--- config.mk ---
export PLATFORM = sky130hd
export DESIGN_NAME = pipe_gen_flat
export DESIGN_NICKNAME = d
export VERILOG_FILES = /design/src/rtl/pipe_gen_if.sv /design/src/rtl/pipe_gen.sv /design/src/flat_wrapper.sv
export SDC_FILE = /design/constraint.sdc
export NUM_CORES = 1
export LEC_CHECK = 0
export BUFFER_PORTS_ARGS = -buffer_cell sky130_fd_sc_hd__buf_2
export CORE_MARGIN = 2
export CORE_UTILIZATION = 36
export DETAILED_ROUTE_END_ITERATION = 16
export GPL_TIMING_DRIVEN = 0
export PLACE_DENSITY = 0.51
export SLEW_MARGIN = 20
export SYNTH_ARGS = -nofsm -noshare
export SYNTH_HDL_FRONTEND = slang
export SYNTH_SLANG_ARGS = --single-unit
--- constraint.sdc ---
create_clock -name i_Clk -period 3.45 [get_ports i_Clk]
set_input_delay 1.035 -clock i_Clk [delete_from_list [all_inputs] [get_ports i_Clk]]
set_output_delay 1.035 -clock i_Clk [all_outputs]
set_load 0.1 [all_outputs]
--- src/rtl/pipe_gen_if.sv ---
// pipe_gen_if
// Groups the per-pixel counts, frame/game status and the obstacle generator
// outputs into one bundle.
//   i_H_count / i_V_count : current column / row from frame_counter (10 b)
//   i_Frame_end           : one-cycle pulse per frame
//   i_Run / i_Dead        : game-running level, bird-dead level
//   o_Draw_Pipe           : registered per-pixel pipe flag
//   o_Score / o_Score_Pulse : pipes passed (saturating) and its increment pulse
// master drives the counts/status (frame logic or bench), slave is pipe_gen.
interface pipe_gen_if;
    logic [9:0] i_H_count;
    logic [9:0] i_V_count;
    logic       i_Frame_end;
    logic       i_Run;
    logic       i_Dead;
    logic       o_Draw_Pipe;
    logic [7:0] o_Score;
    logic       o_Score_Pulse;

    modport master (
        output i_H_count, i_V_count, i_Frame_end, i_Run, i_Dead,
        input  o_Draw_Pipe, o_Score, o_Score_Pulse
    );

    modport slave (
        input  i_H_count, i_V_count, i_Frame_end, i_Run, i_Dead,
        output o_Draw_Pipe, o_Score, o_Score_Pulse
    );
endinterface

--- src/rtl/pipe_gen.sv ---
// pipe_gen
// Obstacle generator for the Flappy Bird datapath. Keeps NUM_PIPES scrolling
// pipe columns, moves them SPEED pixels per frame while running, respawns a
// column at the right edge once it has scrolled off the left, raises a
// registered per-pixel draw flag and counts the pipes the bird has passed.
// Ports:
//   i_Clk      : system clock (same as frame_counter)
//   i_Reset_n  : asynchronous active-low reset
//   bus        : pipe_gen_if.slave (H/V counts, frame pulse, run/dead status,
//                draw flag, score, score pulse)
// Build option: define PIPE_RANDOM_GAP_EN to add an 8-bit LFSR that
// randomises the gap top of each respawned pipe (GAP_MIN + lfsr). Without it
// every gap top is fixed at (V_ACTIVE-GAP_H)/2.
module pipe_gen #(
    parameter int          H_ACTIVE  = 640,
    parameter int          V_ACTIVE  = 480,
    parameter int          PIPE_W    = 32,
    parameter int          GAP_H     = 120,
    parameter int          GAP_MIN   = 40,
    parameter int          NUM_PIPES = 3,
    parameter int          SPACING   = 224,
    parameter int          SPEED     = 2,
    parameter int          BIRD_X    = 160,
    parameter logic [7:0]  LFSR_SEED = 8'hA5
) (
    input  logic      i_Clk,
    input  logic      i_Reset_n,
    pipe_gen_if.slave bus
);

    typedef enum logic [1:0] {
        ST_IDLE   = 2'd0,
        ST_RUN    = 2'd1,
        ST_FROZEN = 2'd2
    } state_t;

    localparam logic [10:0] WRAP_W    = 11'(NUM_PIPES * SPACING);
    localparam logic [10:0] R_BASE    = 11'(H_ACTIVE + PIPE_W);
    localparam logic [10:0] SPEED_W   = 11'(SPEED);
    localparam logic [10:0] BIRD_X_W  = 11'(BIRD_X);
    localparam logic [10:0] PIPE_W_W  = 11'(PIPE_W);
    localparam logic [10:0] GAP_H_W   = 11'(GAP_H);
    localparam logic [10:0] H_ACT_W   = 11'(H_ACTIVE);
    localparam logic [10:0] V_ACT_W   = 11'(V_ACTIVE);
`ifdef PIPE_RANDOM_GAP_EN
    localparam logic [8:0]  G_INIT    = 9'(GAP_MIN + 100);
    localparam logic [7:0]  SEED_EFF  = (LFSR_SEED == 8'h00) ? 8'h01 : LFSR_SEED;

    // x^8+x^6+x^5+x^4+1 Fibonacci step, shifting left.
    function automatic logic [7:0] lfsr_step(input logic [7:0] cur);
        return {cur[6:0], cur[7] ^ cur[5] ^ cur[4] ^ cur[3]};
    endfunction
`else
    localparam logic [8:0]  G_INIT    = 9'((V_ACTIVE - GAP_H) / 2);
`endif

    state_t      state_r;
    logic [10:0] r_r [NUM_PIPES];
    logic [8:0]  g_r [NUM_PIPES];
    logic [7:0]  score_r;
    logic        score_pulse_r;
    logic        draw_r;
`ifdef PIPE_RANDOM_GAP_EN
    logic [7:0]  lfsr_r;
`endif

    logic [10:0] r_next_s [NUM_PIPES];
    logic [8:0]  g_next_s [NUM_PIPES];
    logic [8:0]  gap_respawn_s;
    logic        pass_s;
    logic        draw_s;
    logic [10:0] h_s;
    logic [10:0] v_s;

    // Next slot positions for a frame step, and whether a slot crosses the bird.
    always_comb begin
        pass_s = 1'b0;
`ifdef PIPE_RANDOM_GAP_EN
        gap_respawn_s = 9'(GAP_MIN) + {1'b0, lfsr_r};
`else
        gap_respawn_s = G_INIT;
`endif
        for (int k = 0; k < NUM_PIPES; k++) begin
            if (r_r[k] <= SPEED_W) begin
                // Off the left edge: jump back one full ring of slots.
                r_next_s[k] = r_r[k] - SPEED_W + WRAP_W;
                g_next_s[k] = gap_respawn_s;
            end else begin
                r_next_s[k] = r_r[k] - SPEED_W;
                g_next_s[k] = g_r[k];
            end
            pass_s = pass_s | ((r_r[k] > BIRD_X_W) && (r_next_s[k] <= BIRD_X_W));
        end
    end

    // Pixel hit test against every slot; r-PIPE_W wraps in 11 bits by design.
    always_comb begin
        draw_s = 1'b0;
        h_s    = {1'b0, bus.i_H_count};
        v_s    = {1'b0, bus.i_V_count};
        for (int k = 0; k < NUM_PIPES; k++) begin
            draw_s = draw_s |
                     ((h_s >= (r_r[k] - PIPE_W_W)) && (h_s < r_r[k]) &&
                      ((v_s < {2'b00, g_r[k]}) ||
                       (v_s >= ({2'b00, g_r[k]} + GAP_H_W))));
        end
        draw_s = draw_s & (h_s < H_ACT_W) & (v_s < V_ACT_W);
    end

    // Game state machine, slot motion, LFSR and score.
    always_ff @(posedge i_Clk or negedge i_Reset_n) begin
        if (!i_Reset_n) begin
            state_r       <= ST_IDLE;
            score_r       <= 8'd0;
            score_pulse_r <= 1'b0;
            for (int k = 0; k < NUM_PIPES; k++) begin
                r_r[k] <= R_BASE + 11'(k * SPACING);
                g_r[k] <= G_INIT;
            end
`ifdef PIPE_RANDOM_GAP_EN
            lfsr_r <= SEED_EFF;
`endif
        end else begin
            score_pulse_r <= 1'b0;
            if (!bus.i_Run) begin
                // Dropping run wins over everything and parks the pipes.
                state_r <= ST_IDLE;
                score_r <= 8'd0;
                for (int k = 0; k < NUM_PIPES; k++) begin
                    r_r[k] <= R_BASE + 11'(k * SPACING);
                    g_r[k] <= G_INIT;
                end
            end else begin
                case (state_r)
                    ST_IDLE: begin
                        state_r <= ST_RUN;
                    end
                    ST_RUN: begin
                        if (bus.i_Dead) begin
                            state_r <= ST_FROZEN;
                        end else if (bus.i_Frame_end) begin
                            for (int k = 0; k < NUM_PIPES; k++) begin
                                r_r[k] <= r_next_s[k];
                                g_r[k] <= g_next_s[k];
                            end
`ifdef PIPE_RANDOM_GAP_EN
                            lfsr_r <= lfsr_step(lfsr_r);
`endif
                            if (pass_s) begin
                                score_pulse_r <= 1'b1;
                                score_r <= (score_r == 8'hFF) ? 8'hFF : score_r + 8'd1;
                            end else begin
                                score_r <= score_r;
                            end
                        end else begin
                            state_r <= ST_RUN;
                        end
                    end
                    ST_FROZEN: begin
                        state_r <= ST_FROZEN;
                    end
                    default: begin
                        state_r <= ST_IDLE;
                    end
                endcase
            end
        end
    end

    // One-cycle registered draw flag for the colour mux.
    always_ff @(posedge i_Clk or negedge i_Reset_n) begin
        if (!i_Reset_n) begin
            draw_r <= 1'b0;
        end else begin
            draw_r <= draw_s;
        end
    end

    assign bus.o_Draw_Pipe   = draw_r;
    assign bus.o_Score       = score_r;
    assign bus.o_Score_Pulse = score_pulse_r;

endmodule

--- src/flat_wrapper.sv ---
// flat-port wrapper written by rule: the top's interface ports become plain ports
module pipe_gen_flat 
#(
    parameter int          H_ACTIVE  = 640,
    parameter int          V_ACTIVE  = 480,
    parameter int          PIPE_W    = 32,
    parameter int          GAP_H     = 120,
    parameter int          GAP_MIN   = 40,
    parameter int          NUM_PIPES = 3,
    parameter int          SPACING   = 224,
    parameter int          SPEED     = 2,
    parameter int          BIRD_X    = 160,
    parameter logic [7:0]  LFSR_SEED = 8'hA5
)
  (i_Clk, i_Reset_n, bus_i_H_count, bus_i_V_count, bus_i_Frame_end, bus_i_Run, bus_i_Dead, bus_o_Draw_Pipe, bus_o_Score, bus_o_Score_Pulse);
  pipe_gen_if bus_i ();
  input  logic i_Clk;
  input  logic i_Reset_n;
  input wire logic [$bits(bus_i.i_H_count)-1:0] bus_i_H_count;
  input wire logic [$bits(bus_i.i_V_count)-1:0] bus_i_V_count;
  input wire logic [$bits(bus_i.i_Frame_end)-1:0] bus_i_Frame_end;
  input wire logic [$bits(bus_i.i_Run)-1:0] bus_i_Run;
  input wire logic [$bits(bus_i.i_Dead)-1:0] bus_i_Dead;
  output wire logic [$bits(bus_i.o_Draw_Pipe)-1:0] bus_o_Draw_Pipe;
  output wire logic [$bits(bus_i.o_Score)-1:0] bus_o_Score;
  output wire logic [$bits(bus_i.o_Score_Pulse)-1:0] bus_o_Score_Pulse;
  assign bus_i.i_H_count = bus_i_H_count;
  assign bus_i.i_V_count = bus_i_V_count;
  assign bus_i.i_Frame_end = bus_i_Frame_end;
  assign bus_i.i_Run = bus_i_Run;
  assign bus_i.i_Dead = bus_i_Dead;
  assign bus_o_Draw_Pipe = bus_i.o_Draw_Pipe;
  assign bus_o_Score = bus_i.o_Score;
  assign bus_o_Score_Pulse = bus_i.o_Score_Pulse;
  pipe_gen #(.H_ACTIVE(H_ACTIVE), .V_ACTIVE(V_ACTIVE), .PIPE_W(PIPE_W), .GAP_H(GAP_H), .GAP_MIN(GAP_MIN), .NUM_PIPES(NUM_PIPES), .SPACING(SPACING), .SPEED(SPEED), .BIRD_X(BIRD_X), .LFSR_SEED(LFSR_SEED)) u_core (.i_Clk(i_Clk), .i_Reset_n(i_Reset_n), .bus(bus_i));
endmodule
## Word level (Yosys, flattened, before mapping)

Cells that the tools add are included.

| word-level totals | value |
|---|---|
| bits in read-only memories | 0 |
| bits in latches | 0 |
| word-level logic and storage cells | 110 |
| memories kept | 0 |
| bits in registers | 72 |
| bits in writable memories | 0 |

| cells by class | value |
|---|---|
| shifts and indexed selects | 0 |
| muxes and demuxes | 29 |
| $mul | 0 |
| $lt $le $gt $ge | 23 |
| equal/unequal tests | 11 |
| reductions and logical operators | 18 |
| add/subtract/negate cells | 13 |
| div/mod/pow operators | 0 |
| bitwise logic cells | 6 |

Operator list:

| kind | count |
|---|---|
| $mux W33 | 4 |
| $mux W27 | 4 |
| $ge A10 B11 Y1 | 6 |
| $mux W8 | 6 |
| $add A11 B10 Y11 const B | 3 |
| $gt A11 B8 Y1 const B | 3 |
| $le A11 B2 Y1 const B | 3 |
| $le A11 B8 Y1 const B | 3 |
| $lt A10 B11 Y1 | 3 |
| $mux W11 | 3 |
| $sub A11 B2 Y11 const B | 3 |
| $sub A11 B6 Y11 const B | 3 |
| $add A9 B7 Y10 const B | 3 |
| $lt A10 B9 Y1 | 3 |
| $mux W9 | 3 |
| $reduce_and A4 Y1 | 4 |
| $lt A10 B10 Y1 const B | 1 |
| $lt A10 B9 Y1 const B | 1 |
| $ne A2 B1 Y1 const B | 5 |
| $logic_and A1 B1 Y1 | 9 |
| $add A8 B1 Y8 const B | 1 |
| $eq A8 B8 Y1 const B | 1 |
| $mux W2 | 3 |
| $pmux W2 S3 | 1 |
| 10 further kinds | 21 |

## Depth between registers and ports, before layout

Gate-level depths: netlist of the first run.

| depth | value |
|---|---|
| word-level depth | 12 |
| mapped depth | 13 |
| mapped depth without buffers | 13 |

## Least setup slack after synthesis of the first run

Ideal clock, no wire load.

| path | value |
|---|---|
| path type | reg-to-reg |
| start | reg u_core.r_r[4] (netlist name) |
| end | reg u_core.score_r[7] (netlist: u_core.bus.o_Score[7]) |
| data arrival time | 3087 ps |
| setup time | 140 ps |
| required time | 3310 ps |
| cell stages (with the launch flop) | 13 |
| setup slack | 223 ps |
| path buffers | 1 |
| cells stage by stage | dfrtp_1 buf_2 nor4_1 a21oi_1 nor2_1 inv_1 ha_1 nor4_1 xor2_1 o311ai_0 o32a_2 a2111oi_0 a211oi_1 |

| between the ends | value |
|---|---|
| cells in the longest elaborated chain, start to end | 8 |
| elaborated cells between the ends (all ways) | 10 |
| those cells by class | add/sub (2); order compare (3); eq/ne (1); mux (1); bitwise (1); reduce/logical (2) |

Ends and longest elaborated chain:

| item | RTL line | source |
|---|---|---|
| from (decl) | pipe_gen.sv:58 | `logic [10:0] r_r [NUM_PIPES];` |
| from (signal, indexed assignment) | pipe_gen.sv:117 | `r_r[k] <= R_BASE + 11'(k * SPACING);` |
| from (signal, indexed assignment) | pipe_gen.sv:130 | `r_r[k] <= R_BASE + 11'(k * SPACING);` |
| from (signal, indexed assignment) | pipe_gen.sv:143 | `r_r[k] <= r_next_s[k];` |
| $sub A11 B2 Y11 | pipe_gen.sv:86, pipe_gen.sv:89 |  |
| $add A11 B10 Y11 | pipe_gen.sv:86 | `r_next_s[k] = r_r[k] - SPEED_W + WRAP_W;` |
| $mux W11 | pipe_gen.sv:84 | `if (r_r[k] <= SPEED_W) begin` |
| $le A11 B8 Y1 | pipe_gen.sv:92 | `pass_s = pass_s \| ((r_r[k] > BIRD_X_W) && (r_next_s[k] <= BIRD_X_W));` |
| $logic_and A1 B1 Y1 * | pipe_gen.sv:92 |  |
| $or A1 B1 Y1 * | pipe_gen.sv:92 |  |
| $ne A2 B1 Y1 (no source line) * | -- |  |
| $reduce_and A4 Y1 (no source line) * | -- |  |
| to (signal assigned) | pipe_gen.sv:151 | `score_r <= (score_r == 8'hFF) ? 8'hFF : score_r + 8'd1;` |
| to (signal assigned) | pipe_gen.sv:153 | `score_r <= score_r;` |
| to (decl) | pipe_gen.sv:60 | `logic [7:0] score_r;` |

Every way passes the cells marked *; elsewhere a longest branch is shown, timed or not.
A chain may end at the register's enable or synchronous reset.

## Final worst setup path of the first run

| path | value |
|---|---|
| start | reg u_core.r_r[16] (netlist name) |
| end | reg u_core.score_r[7] (netlist: u_core.bus.o_Score[7]) |

| between the ends | value |
|---|---|
| cells in the longest elaborated chain, start to end | 9 |
| elaborated cells between the ends (all ways) | 11 |
| those cells by class | add/sub (2); order compare (3); eq/ne (1); mux (1); bitwise (2); reduce/logical (2) |

Ends and longest elaborated chain:

| item | RTL line |
|---|---|
| $sub A11 B2 Y11 | pipe_gen.sv:86, pipe_gen.sv:89 |
| $add A11 B10 Y11 | pipe_gen.sv:86 |
| $mux W11 | pipe_gen.sv:84 |
| $le A11 B8 Y1 | pipe_gen.sv:92 |
| $logic_and A1 B1 Y1 * | pipe_gen.sv:92 |
| $or A1 B1 Y1 * (2 in a row) | pipe_gen.sv:92 |
| $ne A2 B1 Y1 (no source line) * | -- |
| $reduce_and A4 Y1 (no source line) * | -- |

Marks and branches as above.

==> flow_summary.ini, run 1 <==
[logic_synthesis]
synth-xor-area-share = 0.0727
synthArstFlopShare = 1.00
synth_compound_area_frac = 0.243
synth.area.top_cells = dfrtp_1 18%, ha_1 17%, xnor2_1 6.5%
synth_cell_type_count = 71
synth_edf_count = 0
syn_area_um2 = 4560
yosysSeqAreaShare = 0.233
synthMuxAreaShare = 0.0134
synth-seq-cells = 42
syn_area_per_cell_um2 = 8.45
yosys_warnings = 0
synthCells = 540
synth_fa_ha_area_frac = 0.167
synth_top_family_by_area = compound AO/OA/AOI/OAI gates
synth_top_area_frac = 0.181
ys.flop_type = dfrtp_1
synth_nets = 626
synth-simple-area-share = 0.215
synth_top_cell_by_area = dfrtp_1

[cells_and_area]
diodes = 0
drive_above_1_share = 0.194
num-nets-final = 674
final_common_cell = ha_1
fin_util = 0.424
final_cell_mix = 56 x ha_1, 46 x nand2_1, 36 x nor2_1
fillers = 1276
fin_area_um2 = 5310
syn2layout_area_growth_pct = 16.3
final_cells = 761

[detailed_routing]
vias = 4163
firstDrtPassIters = 4
drcViolationCount = 0
finalWirelength_um = 13200
drtAntennaViolNets = 0
wl_per_cell_um = 17.3
initialDrtViolationCount = 222
routed_via_density = 5.47

[power]
p_comb_frac = 0.301
share_seq_of_total_power = 0.369
switching_share = 0.327
power.leakage_nw = 2.18
switching_power_mw = 0.479
p_int_mw = 0.985
clkPwrFrac = 0.330
powerDensity_nw_per_um2 = 276
worst_ir_drop_vdd_v = 0.000156
power_mw = 1.46

[clocking]
path_clk_slew_ps = 60
cts_tree = done
cts_buffers = 5
clk_latency_ps = 280
htree_levels = 2
cts.sinks = 42
cts_max_path_buffers = 2
cts_root_buf = clkbuf_16

[sta]
setup_viol = 0
final_hold_viol_count = 0
final_max_slew_viol_count = 0
fmax_mhz = 298
hold-worst-slack_ps = 504
tns_ps = 0
layout_min_cycle_time_ps = 3360
rsz0062_at_grt = true
worst_pin_slew_ps = 825
slew_headroom = 0.450
setup_slack_ps = 93.0
final.period_utilization = 0.973
clock_skew_ps = 5.58

[place]
dpl_cell_area_um2 = 4930
gp_congestion = 0.893
dpl.cell_count = 742
hpwl_um = 9690
portBuffers = 30
pre_cts_ws_ps = -234

[global_route]
grt_pass1_wl_um = 21400
grt_max_degree = 43
grtUsageTotal = 0.202
grt_pass1_vias = 4088
grt_overflow_total = 0
grt_antenna_before_repair = 0

[job]
drv_cap = 0

[worst_hold_path]
hold_path.class = reg2reg

[floorplan]
fp.dieW_um = 117
dieArea_um2 = 13600
row_count = 41
top_level_ports = 35
die_h_um = 117
initial_core_util = 0.365
core_um2 = 12500

[setup_path]
cpLargestDelayFamily = compound AO/OA/AOI/OAI gates
cp.arrival_ps = 3550
crit_fanout = 8
crit_buf_inv = 2
cpMostUsedCell = a211o_1
setup.worst_path.start_class = flop
max_stage_delay_ps = 500
worstPathRequired_ps = 3640
crit_type = reg2reg
path_cells = inv_4, ha_2, or3b_4, a21o_1, buf_6, a211o_1, o311ai_4, o2111ai_2, o32a_2, a211o_1, a211oi_1
cp_slowest_cell = dfrtp_1
end_kind = flop

[outcome]
outcome = finished, final reports clean
[worst paths after layout]
| kind | startpoint | endpoint | slack [ps] | cells past startpoint |
|---|---|---|---|---|
| max in group asynchronous | i_Reset_n | u_core.r_r[1]$_DFFE_PN0P_ | 2270 | 1 |
| min reg2reg | u_core.state_r[1]$_DFFE_PN0P_ | u_core.state_r[0]$_DFFE_PN0P_ | 500 | 1 |
| min in group asynchronous | i_Reset_n | u_core.r_r[14]$_DFFE_PN0P_ | 750 | 1 |
| max reg2reg | u_core.r_r[16]$_DFFE_PN0P_ | u_core.bus.o_Score[7]$_DFFE_PN0P_ | 90 | 11 |
| min | u_core.state_r[1]$_DFFE_PN0P_ | u_core.state_r[0]$_DFFE_PN0P_ | 500 | 1 |
| max | u_core.r_r[16]$_DFFE_PN0P_ | u_core.bus.o_Score[7]$_DFFE_PN0P_ | 90 | 11 |
[cell type report]
class / count / area [um2] / area share
plain buffers: 19 / 105 / 0.0198
clock buffers: 7 / 143 / 0.0269
multi-input cells: 439 / 3380 / 0.637
flip-flops and latches: 42 / 1060 / 0.201
well taps: 172 / 215 / 0.0405
repair buffers: 41 / 235 / 0.0443
clock inverters: 1 / 5.00 / 0.000943
inverters: 40 / 156 / 0.0295
[power by group through the flow]
stage / clock, mW / combinational (mW) / sequential, mW
2_1_floorplan: 0 / 0.283 / 0.544
3_3_place_gp: 0 / 0.401 / 0.544
3_5_place_dp: 0 / 0.407 / 0.545
4_1_cts: 0.498 / 0.415 / 0.537
5_1_grt: 0.522 / 0.496 / 0.543
6_report: 0.484 / 0.441 / 0.540
[state kept, by name (all words and copies together), names as in the netlist]
register	count
u_core.bus.o_Score	8
u_core.state_r	2
u_core.bus.o_Score_Pulse	1
u_core.bus.o_Draw_Pipe	1
u_core.r_r	30
[per-layer routing]
layer  up-vias  GRT usage  share of wire
met5         -          0              0
met4         0     0.0486          0.016
li1       2093          -              -
met2        74      0.337           0.47
met3        15     0.0306          0.040
met1      1981      0.276           0.48
[cells by family after synthesis]
kind of cell,count (synthesis)
and+or+nand+nor,181
AOI/OAI and AO/OA,154
adders and majority gates,61
buffers and inverters,59
DFF,42
xor gates and xnor gates,37
muxes,6
[synthesized netlist by cell type (all sizes together), types with 3 or more instances]
master and count:
ha 61, nand2 46, inv 38, nor2 36, xnor2 34, dfrtp 33, a21oi 28, o21ai 28
nor3 18, a211oi 15, nand3 15, o21a 15, clkbuf 11, nor4 11, or3 11, a31oi 9
dfstp 9, a21o 8, and3 8, buf 8, nor3b 7, a211o 6, o211ai 6, a2111oi 5
mux2i 5, o31ai 5, nor2b 4, or2 4, or3b 4, and4bb 3, nand4 3, o2111ai 3
o211a 3, o21bai 3, o32a 3, xor2 3
[worst register-to-register path, cell delays in order (launching register included)]
cell and delay (ps):
dfrtp_1 500, inv_4 160, ha_2 240, or3b_4 400, a21o_1 170, buf_6 130
a211o_1 320, o311ai_4 310, o2111ai_2 230, o32a_2 270, a211o_1 310, a211oi_1 220
[repair_timing]
item                       4_1_cts  5_1_grt
pin swaps                        1        2
hold buffers                     0        0
gates resized for setup          6       28
setup endpoints to repair        9        9
setup buffers                    3        8
Note: power is estimated with default switching activity, not from simulation.
==> run 2: changes to the inputs <==
--- a/config.mk
+++ b/config.mk
@@ -5,12 +5,12 @@
 export SDC_FILE = /design/constraint.sdc
 export NUM_CORES = 1
 export LEC_CHECK = 0
-export BUFFER_PORTS_ARGS = -buffer_cell sky130_fd_sc_hd__buf_2
 export CORE_MARGIN = 2
 export CORE_UTILIZATION = 36
 export DETAILED_ROUTE_END_ITERATION = 16
+export DONT_BUFFER_PORTS = 1
 export GPL_TIMING_DRIVEN = 0
-export PLACE_DENSITY = 0.51
+export PLACE_DENSITY = 0.49
 export SLEW_MARGIN = 20
 export SYNTH_ARGS = -nofsm -noshare
 export SYNTH_HDL_FRONTEND = slang
==> flow_summary.ini, run 2 (synthesis gave the netlist of run 1 again) <==
[floorplan]
row_count = 41
fp.dieW_um = 117
core_um2 = 12500
top_level_ports = 35
die_h_um = 117
initial_core_util = 0.365
dieArea_um2 = 13600

[clocking]
cts_tree = done
cts_root_buf = clkbuf_16
cts-hold-fix-buffers = 0
htree_levels = 2
cts_buffers = 5
clk_latency_ps = 300
path_clk_slew_ps = 70
cts.sinks = 42
cts_max_path_buffers = 2

[sta]
final_hold_viol_count = 0
hold-worst-slack_ps = 424
clock_skew_ps = 8.34
worst_pin_slew_ps = 1040
final_max_slew_viol_count = 0
setup_viol = 0
final.period_utilization = 0.967
slew_headroom = 0.308
fmax_mhz = 300
layout_min_cycle_time_ps = 3340
tns_ps = 0

[setup_path]
reg2reg_from = u_core.r_r[17]$_DFFE_PN0P_
cp_slowest_cell = dfrtp_2
max_stage_delay_ps = 440
worstPathRequired_ps = 3660
path_cells = inv_2, ha_4, or3b_4, a21o_1, buf_6, a211o_4, o311ai_4, o2111ai_4, o32a_4, a211o_1, a211oi_1
crit_type = reg2reg
end_kind = flop
r2r_end = u_core.bus.o_Score[7]$_DFFE_PN0P_
cp.arrival_ps = 3550
crit_path_start = u_core.r_r[17]$_DFFE_PN0P_
cp-endpoint = u_core.bus.o_Score[7]$_DFFE_PN0P_
rrSetupSlack_ps = 110
setup.worst_path.start_class = flop
worstRegToRegCells = 11
crit_fanout = 8

[place]
portBuffers = 0
gp_congestion = 0.876
hpwl_um = 9820
dpl_cell_area_um2 = 4780
dpl.cell_count = 712

[power]
power.leakage_nw = 2.06
powerDensity_nw_per_um2 = 289
worst_ir_drop_vdd_v = 0.000165

[detailed_routing]
wl_per_cell_um = 18.5
drtAntennaViolNets = 0
vias = 4145
initialDrtViolationCount = 189
firstDrtPassIters = 4
finalWirelength_um = 13600
routed_via_density = 5.64
drcViolationCount = 0

[cells_and_area]
seqCellArea_um2 = 1070
fillers = 1267
final_common_cell = ha_1
diodes = 0
largest_register_ffs = 30
top_register = u_core.r_r
final_cells = 735
num-nets-final = 648
fin_util = 0.423
final_cell_mix = 53 x ha_1, 46 x nand2_1, 36 x nor2_1
fin_area_um2 = 5290
multi_input_area_um2 = 3460
syn2layout_area_growth_pct = 15.9
drive_above_1_share = 0.185

[global_route]
grt_overflow_total = 0
grtUsageTotal = 0.206
use_met2 = 0.347
gr-usage-met3 = 0.0384
grt_max_degree = 43
grt_antenna_before_repair = 0
met1_usage = 0.266
grt_pass1_wl_um = 21300
top_usage_layer = met2
grt_pass1_vias = 4026

[outcome]
outcome = finished, final reports clean

[job]
drv_cap = 0

[worst_hold_path]
hold_path.class = in2async
run 2: cell types whose count changed in the layout (fill, tap and decap cells not counted), sizes merged:
| cell | previous run | this run |
|---|---|---|
| bufinv | 0 | 1 |
| clkbuf | 18 | 16 |
| buf | 49 | 23 |
| clkinvlp | 1 | 3 |
| clkinv | 3 | 2 |
run 2: worst min-delay path by stage:
stage | endpoint | slack (ps) | cells past startpoint
floorplan | u_core.state_r[0]$_DFFE_PN0P_ | 450 | 1
global placement | u_core.state_r[0]$_DFFE_PN0P_ | 470 | 1
detailed placement | u_core.state_r[0]$_DFFE_PN0P_ | 500 | 1
CTS | u_core.r_r[30]$_DFFE_PN0P_ | 410 | 0
global route | u_core.r_r[30]$_DFFE_PN0P_ | 410 | 0
finish | u_core.r_r[23]$_DFFE_PN0P_ | 420 | 0
run 2: metal layers:
| metal | part of all wire | wire (um) |
|---|---|---|
| met1 | 0.48 | 6510 |
| met2 | 0.47 | 6340 |
| met3 | 0.029 | 395 |
| met4 | 0.025 | 334 |
| met5 | 0 | 0 |
run 2: layout make-up:
class / count / area share
Inverter: 40 / 0.0296
Tap cell: 172 / 0.0407
Clock inverter: 3 / 0.00851
Clock buffer: 5 / 0.0237
Buffer: 19 / 0.0199
Sequential cell: 42 / 0.203
Multi-Input combinational cell: 439 / 0.654
Timing Repair Buffer: 15 / 0.0213
run 2: repair_timing:
item	in CTS	in global routing
gates cloned	0	0
resized for setup	14	40
pin swaps	1	9
setup buffers	2	13
endpoints found under the setup margin	9	9
run 2: metrics by stage:
stage          power, mW  setup slack, ps
6_report            1.53              113
5_1_grt             1.62            -18.0
4_1_cts             1.51            0.131
3_5_place_dp       0.911             -297
3_3_place_gp       0.905             -329
2_1_floorplan      0.827              223
run 2: critical path: cells and delay by family (launching register included):
kind | cells | cell delay (ps)
AO/OA/AOI/OAI | 7 | 1950
flip-flops | 1 | 440
AND/OR/NAND/NOR | 1 | 390
adder cells (fa/ha/maj) | 1 | 180
buffers and inverters | 2 | 280
run 2: report_power, final:
group / switching (mW) / internal (mW)
sequential: 0.0341 / 0.512
clock: 0.236 / 0.342
combinational: 0.223 / 0.184
==> run 3: changes to the inputs <==
--- a/config.mk
+++ b/config.mk
@@ -5,6 +5,7 @@
 export SDC_FILE = /design/constraint.sdc
 export NUM_CORES = 1
 export LEC_CHECK = 0
+export ABC_AREA = 1
 export CORE_MARGIN = 2
 export CORE_UTILIZATION = 36
 export DETAILED_ROUTE_END_ITERATION = 16
==> flow_summary.ini, run 3 <==
[outcome]
outcome = finished, final reports clean

[setup_path]
worstPathRequired_ps = 3660
crit_fanout = 10
end_kind = flop
max_stage_delay_ps = 470
cp.arrival_ps = 2970
crit_type = in2reg
setup.worst_path.start_class = input pin
path_cells = inv_1, nand3_1, clkinv_1, nor2_1, clkinv_1, clkbuf_1, o22ai_1
cpMostUsedCell = clkinv_1
cp_slowest_cell = clkinv_1

[detailed_routing]
initialDrtViolationCount = 175
finalWirelength_um = 11700
vias = 3952
firstDrtPassIters = 5
wl_per_cell_um = 15.4
drcViolationCount = 0
drtAntennaViolNets = 0
routed_via_density = 5.22

[logic_synthesis]
yosys_warnings = 0
synthArstFlopShare = 1.00
yosysMostFrequentCell = nand2_1
syn_area_um2 = 4360
synth_top_cell_by_area = dfrtp_1
synth.area.top_cells = dfrtp_1 19%, ha_1 18%, nand2_1 12%
ys.flop_type = dfrtp_1
synth_edf_count = 0
syn_area_per_cell_um2 = 7.24
synthCells = 602
synth_cell_type_count = 45
synth_common_cells = 141 x nand2_1, 72 x inv_1, 61 x ha_1
yosysSeqAreaShare = 0.244
synth_nets = 688
synth_top_area_frac = 0.189
synth-seq-cells = 42

[floorplan]
top_level_ports = 35
row_count = 40
core_um2 = 11900
initial_core_util = 0.366
die_h_um = 114
dieArea_um2 = 13000
fp.dieW_um = 114

[clocking]
cts_buffers = 5
cts_resized = 0
cts_tree = done
cts.sinks = 42
cts-hold-fix-buffers = 0
htree_levels = 2
clk_latency_ps = 300
path_clk_slew_ps = 70
cts_root_buf = clkbuf_16
post_cts_buffers = 0
cts_max_path_buffers = 2

[cells_and_area]
num-nets-final = 695
fillers = 1293
multi_input_area_um2 = 2970
diodes = 0
seqCellArea_um2 = 1060
top_register = u_core.r_r
fin_util = 0.398
syn2layout_area_growth_pct = 8.67
largest_register_ffs = 30
final_cell_mix = 141 x nand2_1, 72 x inv_1, 61 x ha_1
final_common_cell = nand2_1
drive_above_1_share = 0.110

[sta]
tns_ps = 0
worst_pin_slew_ps = 1010
clock_skew_ps = 7.56
fmax_mhz = 363
setup_slack_ps = 693
final.period_utilization = 0.799
rsz0062_at_grt = false
layout_min_cycle_time_ps = 2760
slew_headroom = 0.329
final_max_slew_viol_count = 0
setup_viol = 0
final_hold_viol_count = 0

[place]
pre_cts_ws_ps = 321
hpwl_um = 9120
portBuffers = 0
gp_congestion = 0.806

[power]
powerDensity_nw_per_um2 = 313
power.leakage_nw = 2.42
worst_ir_drop_vdd_v = 0.000198

[global_route]
grtUsageTotal = 0.193
grt_antenna_before_repair = 0
grt_pass1_wl_um = 19800
grt_max_degree = 43
grt_overflow_total = 0
grt_pass1_vias = 3948

[worst_hold_path]
hold_path.class = in2async

[job]
drv_cap = 0
[run 3: changes by cell type in the layout (fill, tap and decap cells not counted), sizes merged, moves of 13 or more]
cell / delta
buf: -22
inv: +39
nand2: +115
nand3: +44
nand4: +13
nor2: +16
o21a: -14
o22ai: +13
xnor2: -28
xor2: +14
[run 3: layout make-up]
| type | count | share of cell area |
|---|---|---|
| buffer | 7 | 0.00581 |
| clock buffer | 5 | 0.0264 |
| clock inverter | 3 | 0.0145 |
| inverter | 79 | 0.0637 |
| multi-input combinational | 474 | 0.627 |
| sequential | 42 | 0.224 |
| tap | 147 | 0.0388 |
[run 3: worst paths after layout]
kind	start	endpoint	slack [ps]	depth (start not counted)
setup / recovery	bus_i_Dead	u_core.r_r[30]$_DFFE_PN0P_	690	7
hold / removal	i_Reset_n	u_core.bus.o_Score[5]$_DFFE_PN0P_	430	0
setup reg to reg	u_core.r_r[16]$_DFFE_PN0P_	u_core.bus.o_Score[2]$_DFFE_PN0P_	820	17
hold reg to reg	u_core.state_r[0]$_DFFE_PN0P_	u_core.state_r[1]$_DFFE_PN0P_	470	1
max in group asynchronous	i_Reset_n	u_core.r_r[10]$_DFFE_PN1P_	2830	0
min in group i_Clk	u_core.state_r[0]$_DFFE_PN0P_	u_core.state_r[1]$_DFFE_PN0P_	470	1
[run 3: where the power goes]
group          internal [mW]  switching [mW]  total [mW]
combinational          0.113           0.198       0.311
clock                  0.417           0.225       0.642
sequential             0.508          0.0219       0.530
total                   1.04           0.445        1.48
[run 3: through the flow]
step / instance area (um2) / cells / hold slack [ps] / power (mW)
CTS: 4740 / 757 / 422 / 1.50
detailed placement: 4540 / 749 / 475 / 0.849
global route: 4740 / 757 / 420 / 1.57
floorplan: 4360 / 602 / 449 / 0.779
global placement: 4540 / 749 / 460 / 0.841
finish: 4740 / 757 / 429 / 1.48
[run 3: layer usage]
layer,track usage,vias up,routed length [um]
met5,0,-,0
met1,0.252,1872,5460
met3,0.0276,5,327
met2,0.342,48,5780
met4,0.0341,0,93
li1,-,2027,-
[run 3: cells by family after synthesis]
logic type               share of synthesized area
buffers and inverters                       0.0755
adder cells (fa/ha/maj)                      0.175
AND/OR/NAND/NOR                              0.350
XOR/XNOR                                    0.0479
flip-flops                                   0.244
AO/OA/AOI/OAI                                0.108
[run 3: critical path: cells and delay by family]
family / cells / cell delay (ps)
AND/OR/NAND/NOR: 2 / 530
buffers and inverters: 4 / 1160
AO/OA/AOI/OAI: 1 / 230
